File: config.mk
export PLATFORM = sky130hd
export DESIGN_NAME = apo_node_injector
export DESIGN_NICKNAME = d
export VERILOG_FILES = /design/src/rtl/apo_node_injector.sv
export SDC_FILE = /design/constraint.sdc
export NUM_CORES = 1
export LEC_CHECK = 0
export CAP_MARGIN = 30
export CELL_PAD_IN_SITES_DETAIL_PLACEMENT = 2
export CELL_PAD_IN_SITES_GLOBAL_PLACEMENT = 2
export CORE_UTILIZATION = 34
export DETAILED_ROUTE_END_ITERATION = 10
export MAX_ROUTING_LAYER = met4
export PLACE_DENSITY_LB_ADDON = 0.1
export SLEW_MARGIN = 20
export SYNTH_ARGS = -nofsm -noshare
export SYNTH_HDL_FRONTEND = slang
export SYNTH_SLANG_ARGS = --single-unit
File: constraint.sdc
create_clock -name clk -period 2.4 [get_ports clk]
set_input_delay 0.48 -clock clk [delete_from_list [all_inputs] [get_ports clk]]
set_output_delay 0.48 -clock clk [all_outputs]
set_load 0.1 [all_outputs]
File: src/rtl/apo_node_injector.sv
//------------------------------------------------------------------------------
// apo_node_injector : IP-side adapter injecting queued destinations into the
// circulant router's free input and counting tx/rx traffic.  Rev 1.0
//------------------------------------------------------------------------------
`default_nettype none

module apo_node_injector #(
   parameter int NODES      = 16,
   parameter int K          = 5,
   parameter int N2         = 11,
   parameter int FIFO_DEPTH = 4,
   parameter int GAP        = 1,
   parameter int CNT_W      = 16
) (
   input  logic                          clk,
   input  logic                          rst_n,
   input  logic [K-1:0]                  router_name,
   input  logic                          tx_valid,
   input  logic [K-1:0]                  tx_dest,
   output logic                          tx_ready,
   output logic                          tx_err,
   input  logic                          link_busy,
   output logic [N2-1:0]                 in_free,
   input  logic                          out_data,
   output logic                          rx_valid,
   output logic [CNT_W-1:0]              tx_count,
   output logic [CNT_W-1:0]              rx_count,
   output logic [$clog2(FIFO_DEPTH):0]   fifo_level
);

   localparam int AW  = $clog2(FIFO_DEPTH);
   localparam int GCW = (GAP > 1) ? $clog2(GAP) : 1;

   localparam logic [1:0] ST_IDLE   = 2'd0;
   localparam logic [1:0] ST_INJECT = 2'd1;
   localparam logic [1:0] ST_GAP    = 2'd2;

   localparam logic [K:0]     c_nodes    = (K+1)'(NODES);
   localparam logic [AW:0]    c_full     = (AW+1)'(FIFO_DEPTH);
   localparam logic [GCW-1:0] c_gap_load = GCW'((GAP > 0) ? GAP - 1 : 0);

   logic [K-1:0]     r_mem [FIFO_DEPTH];
   logic [AW-1:0]    r_wptr;
   logic [AW-1:0]    r_rptr;
   logic [AW:0]      r_level;
   logic [1:0]       r_state;
   logic [GCW-1:0]   r_gap_cnt;
   logic [N2-1:0]    r_in_free;
   logic             r_tx_err;
   logic             r_rx_valid;
   logic [CNT_W-1:0] r_tx_count;
   logic [CNT_W-1:0] r_rx_count;

   logic             w_ready;
   logic             w_accept;
   logic             w_legal;
   logic             w_push;
   logic             w_pop;
   logic [N2-1:0]    w_pkt;
   logic             w_unused_name;

   // Self-addressed packets are counted like any other; the node number is
   // reserved for statistics qualification.
   assign w_unused_name = ^router_name;

   // Full-ness comes from the registered level only, so a coincident pop
   // never frees a slot for a push in the same cycle.
   assign w_ready  = (r_level != c_full);
   assign w_accept = tx_valid && w_ready;
   assign w_legal  = ({1'b0, tx_dest} < c_nodes);
   assign w_push   = w_accept && w_legal;

   assign w_pop = ((r_state == ST_IDLE) || ((GAP == 0) && (r_state == ST_INJECT)))
                  && (r_level != '0) && !link_busy;

   assign w_pkt = {1'b1, {(N2-1-K){1'b0}}, r_mem[r_rptr]};

   always_ff @(posedge clk) begin
      if (w_push) begin
         r_mem[r_wptr] <= tx_dest;
      end
   end

   always_ff @(posedge clk or negedge rst_n) begin
      if (!rst_n) begin
         r_wptr  <= '0;
         r_rptr  <= '0;
         r_level <= '0;
      end else begin
         if (w_push) r_wptr <= r_wptr + 1'b1;
         if (w_pop)  r_rptr <= r_rptr + 1'b1;
         if (w_push && !w_pop)      r_level <= r_level + 1'b1;
         else if (!w_push && w_pop) r_level <= r_level - 1'b1;
      end
   end

   always_ff @(posedge clk or negedge rst_n) begin
      if (!rst_n) begin
         r_state   <= ST_IDLE;
         r_gap_cnt <= '0;
         r_in_free <= '0;
      end else begin
         case (r_state)
            ST_IDLE: begin
               if (w_pop) begin
                  r_in_free <= w_pkt;
                  r_state   <= ST_INJECT;
               end else begin
                  r_in_free <= '0;
               end
            end
            ST_INJECT: begin
               if (GAP > 0) begin
                  r_in_free <= '0;
                  r_gap_cnt <= c_gap_load;
                  r_state   <= ST_GAP;
               end else if (w_pop) begin
                  r_in_free <= w_pkt;
               end else begin
                  r_in_free <= '0;
                  r_state   <= ST_IDLE;
               end
            end
            ST_GAP: begin
               r_in_free <= '0;
               if (r_gap_cnt == '0) r_state <= ST_IDLE;
               else                 r_gap_cnt <= r_gap_cnt - 1'b1;
            end
            default: begin
               r_in_free <= '0;
               r_state   <= ST_IDLE;
            end
         endcase
      end
   end

   always_ff @(posedge clk or negedge rst_n) begin
      if (!rst_n) begin
         r_tx_err   <= 1'b0;
         r_rx_valid <= 1'b0;
         r_tx_count <= '0;
         r_rx_count <= '0;
      end else begin
         r_tx_err   <= w_accept && !w_legal;
         r_rx_valid <= out_data;
         if (w_pop && (r_tx_count != '1))      r_tx_count <= r_tx_count + 1'b1;
         if (r_rx_valid && (r_rx_count != '1)) r_rx_count <= r_rx_count + 1'b1;
      end
   end

   assign tx_ready   = w_ready;
   assign tx_err     = r_tx_err;
   assign in_free    = r_in_free;
   assign rx_valid   = r_rx_valid;
   assign tx_count   = r_tx_count;
   assign rx_count   = r_rx_count;
   assign fifo_level = r_level;

endmodule

`default_nettype wire
==> results of run 1 <==
[metrics by stage]
step / total power, uW / TNS, ns / worst slack, ns / std cells / hold slack, ns
floorplan: 3814 / -0.001169 / -0.001169 / 239 / 0.1844
global placement: 4348 / 0 / 0.002079 / 398 / 0.4354
detailed placement: 4397 / -0.007796 / -0.007796 / 398 / 0.4434
CTS: 5482 / 0 / 0.2451 / 414 / 0.2717
global route: 5673 / 0 / 0.1341 / 414 / 0.2989
finish: 5402 / 0 / 0.3004 / 414 / 0.2449
[power by group through the flow]
stage / clock network, uW / logic, uW / registers, uW
3_3_place_gp: 0 / 2490 / 1860
2_1_floorplan: 0 / 760 / 3050
6_report: 1070 / 2500 / 1830
4_1_cts: 1100 / 2540 / 1840
3_5_place_dp: 0 / 2530 / 1860
5_1_grt: 1150 / 2630 / 1890
[synthesized netlist by cell type, types with 2 or more instances]
cell      count  area, sq um
dfrtp_1      49         1226
edfxtp_1     20        600.6
xor2_1       20        175.2
nand2_1      17        63.81
nor3_1       13        65.06
nor2_1       10        37.54
and2_1        9        56.30
xnor2_1       9        78.83
ha_1          7        87.58
nor4_1        7        43.79
inv_1         6        22.52
nand4_1       6        37.54
buf_4         5        37.54
mux4_2        5        112.6
and3_1        4        25.02
mux2_2        4        45.04
nand3_1       4        20.02
nor3b_1       4        30.03
a21oi_1       3        15.01
nor2b_1       3        18.77
buf_2         2        10.01
nand4_2       2        25.02
nor4_4        2        42.54
[registers in the layout, summed over array words and instances (netlist names)]
name and cells:
fifo_level 3, tx_err 1, rx_valid 1, tx_count 16, r_rptr 2, r_mem 20, rx_count 16, r_state 2
r_wptr 2, in_free 6
[logic make-up after synthesis]
| group | Yosys count | share of synthesized area, % |
|---|---|---|
| mux | 11 | 5.873 |
| fa+ha+maj | 8 | 3.459 |
| flops | 69 | 58.73 |
| simple gates | 92 | 18.66 |
| buf+inv | 17 | 2.976 |
| xor+xnor | 29 | 8.166 |
| compound gates | 8 | 2.011 |
| other cells | 1 | 0.1206 |
[worst max-delay path, cell delays in order (launching register included)]
cell     delay, ns
dfrtp_4       0.52
nor3_1        0.36
nor2b_1       0.13
inv_2         0.10
ha_4          0.14
inv_2         0.03
fa_2          0.32
xor2_1        0.14
nor2_1        0.13
xor2_1        0.15
[worst max path at each step]
stage                                    from                   endpoint  cells after the start
floorplan           fifo_level[1]$_DFFE_PN0P_  fifo_level[1]$_DFFE_PN0P_                      7
global placement                    link_busy  fifo_level[1]$_DFFE_PN0P_                      8
detailed placement                  link_busy  fifo_level[1]$_DFFE_PN0P_                      8
CTS                 fifo_level[0]$_DFFE_PN0P_  fifo_level[2]$_DFFE_PN0P_                      9
global route        fifo_level[0]$_DFFE_PN0P_  fifo_level[2]$_DFFE_PN0P_                      9
finish              fifo_level[0]$_DFFE_PN0P_  fifo_level[2]$_DFFE_PN0P_                      9
[layer usage]
| layer | vias up | global-route usage, % | share of wire, % |
|---|---|---|---|
| li1 | 957 | - | - |
| met1 | 1063 | 20.61 | 46 |
| met2 | 42 | 25.37 | 49 |
| met3 | 11 | 3.094 | 3.8 |
| met4 | 0 | 5.245 | 1.2 |
| met5 | - | - | 0 |
[area by class of cell]
type | count | share of cell area (%)
Clock buffer | 9 | 3.149
Clock inverter | 7 | 2.513
Tap cell | 108 | 3.435
Multi-Input combinational cell | 153 | 31.36
Inverter | 7 | 0.6679
Timing Repair Buffer | 61 | 12.09
Sequential cell | 69 | 46.79
==> summary.md, run 1 <==
| Metric | Value |
|---|---|
| Status | finished with violations |
| Failing checks | design-rule violations |
| Initial antenna violation count | 0 |
| Fillers | about 890 |
| Flop pwr share | ~34% |
| Antenna-violating nets left | 0 |
| First-pass GRT wire length | 11470 um |
| Register area share after synthesis | about three fifths |
| N_diodes | 0 |
| Reg-to-Reg Start | fifo_level[0]$_DFFE_PN0P_ |
| Row Count | 34 |
| Sw power | 2649 uW |
| Post-Route WL | a little under 7000 um |
| Most common cell after layout, fill and taps aside | buf_4 |
| FF-to-FF End | fifo_level[2]$_DFFE_PN0P_ |
| CTS tree | built |
| Setup slack, reg-to-reg | roughly 0.30 ns |
| Pwr dens | 1373 nW/um^2 |
| Ys flop type | dfrtp_1 |
| Crit-path max FO | 5 |
| Post-CTS sizing | 0 |
| Dpl hpwl | 4838 um |
| YS warnings | 0 |
| Post-CTS Hold Buffers | 0 |
| Layout area overhead | 26.47% |
| Crit. End Element | flop |
| Crit Path Class | reg2reg |
| Sequential cell area | 1841 sq um |
| Die Wd | between 90 and 100 um |
| Post-layout nets | ~320 |
| Placer's final routability congestion estimate | 0.7249 |
| Crit path time final | around 2.1 ns |
| Reg2Reg Depth | 9 |
| Clock Latency Late Sink | 0.34 ns |
| CTS sink cnt | 69 |
| Slew HR | 54.45% |
| Post-synth ARST share | a little under three quarters |
| Clock power frac | 19.7% |
| Most frequent cells in the layout | 52 x buf_4, 44 x dfrtp_1, 20 x xor2_1, 20 x edfxtp_1, 16 x nand2_1 |
| Design Area, Final | ~3900 sq um |
| 1st-pass router iterations | 7 |
| Vias per cell | between 5 and 6 |
| Clock skew | 0.008515 ns |
| Logic pwr share | 46.3% |
| Post-DP Area | 3711 sq um |
| Number of global-route vias before repair | 2178 |
| Fmax | ~480 MHz |
| Gr usage total | 15.98% |
| Synthesized flop and latch total | 69 |
| Cell area after synthesis | 3110 sq um |
| Switching part of the total | between 40 and 50% |
| Wire length per cell | 16.71 um |
| Die height | 97.65 um |
| CP Launch Type | flop |
| Vias | 2073 |
| Drt drc | 12 |
| Crit path DAT | 2.36 ns |
| CP required | 2.66 ns |
| Worst slew pin tran | 0.6770 ns |
| Fin crit share | 87.48% |
| Inserted Clock Buffers | 9 |
| I/O Pins | 64 |
| Die area | 9535 sq um |
| IO buf count | 53 |
| Yosys cell types | 47 |
| Synth Instances | 235 |
| Post-synth EDFFs | 20 |
| DR iter-0 viols | 101 |
| Setup repair after global routing missed its margin | no |
| Hold Fails Final Rpt | 0 |
| Clk buf depth | 2 |
| Area occupied by multi-input gates | roughly 1200 sq um |
| HP Class | in2async |
| Max-Cap Viols | 0 |
| Final Util | 44.67% |
| Root Buffer | clkbuf_8 |
| Clk slew on worst S/H paths | roughly 0.08 ns |
| Peak VDD IR | 0.8570 mV |
| Core ar. | 8806 sq um |
| Post-CTS Setup Bufs | 0 |
| H-tree depth | 3 |
| Total congestion overflow | 0 |
| Largest net degree at the start of global routing | 50 |
| Starting density of the core | a little over a third |
| Leak | about 0.0017 uW |
| Max-slew violations | 0 |
| # setup viols final | 0 |
| Mean post-synth cell area | roughly 13 sq um |
| Share of cells above drive strength 1 | 33.66% |
| Internal power | between 2000 and 3000 uW |
No activity file was read; power rests on OpenSTA's default activity.
==> run 2: changes to the inputs <==
CAP_MARGIN = 15   (was 30)
==> results of run 2 <==
No change in the layout: final DEF, timing and power equal those of run 1.
==> run 3: changes to the inputs <==
PLACE_DENSITY = 0.85   (was default)
PLACE_DENSITY_LB_ADDON = default   (was 0.1)
==> summary.md, run 3 (synthesis gave the netlist of run 1 again) <==
| Metric | Value |
|---|---|
| Pwr dens | 1376 nW/um^2 (+0.24%) |
| HP Class | in2async |
| N_diodes | 0 (unchanged) |
| I/O Pins | 64 (unchanged) |
| Crit path time final | 2.122 ns (+0.02197 ns) |
| Crit path DAT | 2.37 ns (about the same) |
| H-tree depth | 3 (unchanged) |
| CTS sink cnt | 69 (unchanged) |
| Max-Cap Viols | 0 (unchanged) |
| Share of cells above drive strength 1 | 33.44% (-0.22 points) |
| IO buf count | 53 (unchanged) |
| Final worst setup slack | 0.2785 ns (-0.02197 ns) |
| Status | finished with violations |
| Fillers | 887 (-0.78%) |
| Root Buffer | clkbuf_8 |
| Worst path bufs/invs | 2 (unchanged) |
| Power, Total | 5423 uW (+0.40%) |
| Gr usage total | 17.27% (+1.3 points) |
| DR iter-0 viols | 58 (-43%) |
| Largest net degree at the start of global routing | 50 (unchanged) |
| Crit Path Class | reg2reg |
| Core ar. | 8806 sq um (unchanged) |
| Most frequent cells in the layout | 50 x buf_4, 44 x dfrtp_1, 20 x xor2_1, 20 x edfxtp_1, 16 x nand2_1 |
| Peak VDD IR | 0.9343 mV (+9.0%) |
| CP Launch Type | flop |
| CP required | 2.65 ns (about the same) |
| Drt drc | 10 (-2) |
| Dpl hpwl | 5150 um (+6.4%) |
| Hold Fails Final Rpt | 0 (unchanged) |
| Inserted Clock Buffers | 9 (unchanged) |
| Die Wd | 97.65 um (unchanged) |
| Most common cell after layout, fill and taps aside | buf_4 |
| Fin crit share | 88.40% (+0.92 points) |
| Clk buf depth | 2 (unchanged) |
| Post-layout nets | 323 (-0.31%) |
| Setup repair after global routing missed its margin | no |
| Largest stage delay, worst path | 0.52 ns (about the same) |
| Max FFs per register | 20 (unchanged) |
| Critical-path top delay cell | dfrtp_4 |
| Antenna-violating nets left | 0 (unchanged) |
| Placer's final routability congestion estimate | 0.7265 (+0.22%) |
| Clock Latency Late Sink | 0.34 ns (about the same) |
| Crit. End Element | flop |
| Initial antenna violation count | 0 (unchanged) |
| Biggest register | r_mem |
| Starting density of the core | 35.32% (unchanged) |
| Clk slew on worst S/H paths | 0.08 ns (about the same) |
| Layout area overhead | 26.67% |
| Total congestion overflow | 0 (unchanged) |
| Wire length per cell | 17.38 um (+4.0%) |
| Fmax | 471.4 MHz (-1.0%) |
| Top delay family on crit path | simple AND/OR/NAND/NOR gates |
| Clock skew | 0.007409 ns (-0.001107 ns) |
| Vias per cell | 5.082 (+1.5%) |
| Number of global-route vias before repair | 2350 (+7.9%) |
| Max-slew violations | 0 (unchanged) |
| Crit-path cells | nor3_1 -> nor2b_1 -> inv_2 -> ha_4 -> inv_2 -> fa_2 -> xor2_1 -> nor2_1 -> xor2_1 |
| Die area | 9535 sq um (unchanged) |
| Leak | 0.001735 uW (about the same) |
| Die height | 97.65 um (unchanged) |
| Post-CTS sizing | 0 (unchanged) |
| Crit-path max FO | 5 (unchanged) |
| Failing checks | design-rule violations |
| # setup viols final | 0 (unchanged) |
| Place WS | 0.002259 ns (+0.01005 ns) |
| Post-CTS Setup Bufs | 0 (unchanged) |
| 1st-pass router iterations | 7 (unchanged) |
| Post-Route WL | 7177 um (+3.8%) |
| Vias | 2099 (+1.3%) |
| CTS tree | built |
| Post-CTS Hold Buffers | 0 (unchanged) |
| First-pass GRT wire length | 12340 um (+7.5%) |
| Row Count | 34 (unchanged) |
==> run 3: final timing paths <==
path                                             end  cells past startpoint                       from  slack [ns]
min reg2reg                   r_state[1]$_DFFE_PN0P_                      1     r_state[1]$_DFFE_PN0P_        0.45
max in group asynchronous  fifo_level[2]$_DFFE_PN0P_                      2                      rst_n        2.02
max reg2reg                fifo_level[2]$_DFFE_PN0P_                      9  fifo_level[0]$_DFFE_PN0P_        0.28
max                        fifo_level[2]$_DFFE_PN0P_                      9  fifo_level[0]$_DFFE_PN0P_        0.28
min in group clk              r_state[1]$_DFFE_PN0P_                      1     r_state[1]$_DFFE_PN0P_        0.45
min                         rx_count[15]$_DFFE_PN0P_                      2                      rst_n        0.12
==> run 3: final cells by class <==
cell class / instances / area [sq um] / share of cell area, %
repair buffers: 60 / 480.5 / 12.19
clock inverters: 6 / 86.33 / 2.191
well taps: 108 / 135.1 / 3.430
clock buffers: 10 / 137.6 / 3.493
inverters: 7 / 26.28 / 0.6669
multi-input cells: 153 / 1234 / 31.31
flip-flops and latches: 69 / 1841 / 46.71
==> run 3: layer usage <==
layer | global-route usage [%] | wire (um) | vias to the layer above
li1 | - | - | 957
met1 | 20.80 | 3092 | 1089
met2 | 28.53 | 3738 | 45
met3 | 4.173 | 268 | 8
met4 | 5.594 | 77 | 0
met5 | - | 0 | -
==> run 3: per-stage QoR <==
stage               instances  hold slack (ns)  utilization (%)  setup TNS, ns  area (sq um)
floorplan                 239           0.1844                -      -0.001169          3167
global placement          397           0.4364            42.20              0          3716
detailed placement        397           0.4435            42.20              0          3716
CTS                       413           0.1219            44.74              0          3940
global route              413           0.1253            44.74              0          3940
finish                    413           0.1207            44.74              0          3940
==> run 3: where the power goes <==
group / internal [uW] / total [uW] / switching, uW
logic: 671 / 2530 / 1860
clock network: 612 / 1060 / 449
registers: 1500 / 1830 / 332
total: 2780 / 5420 / 2640
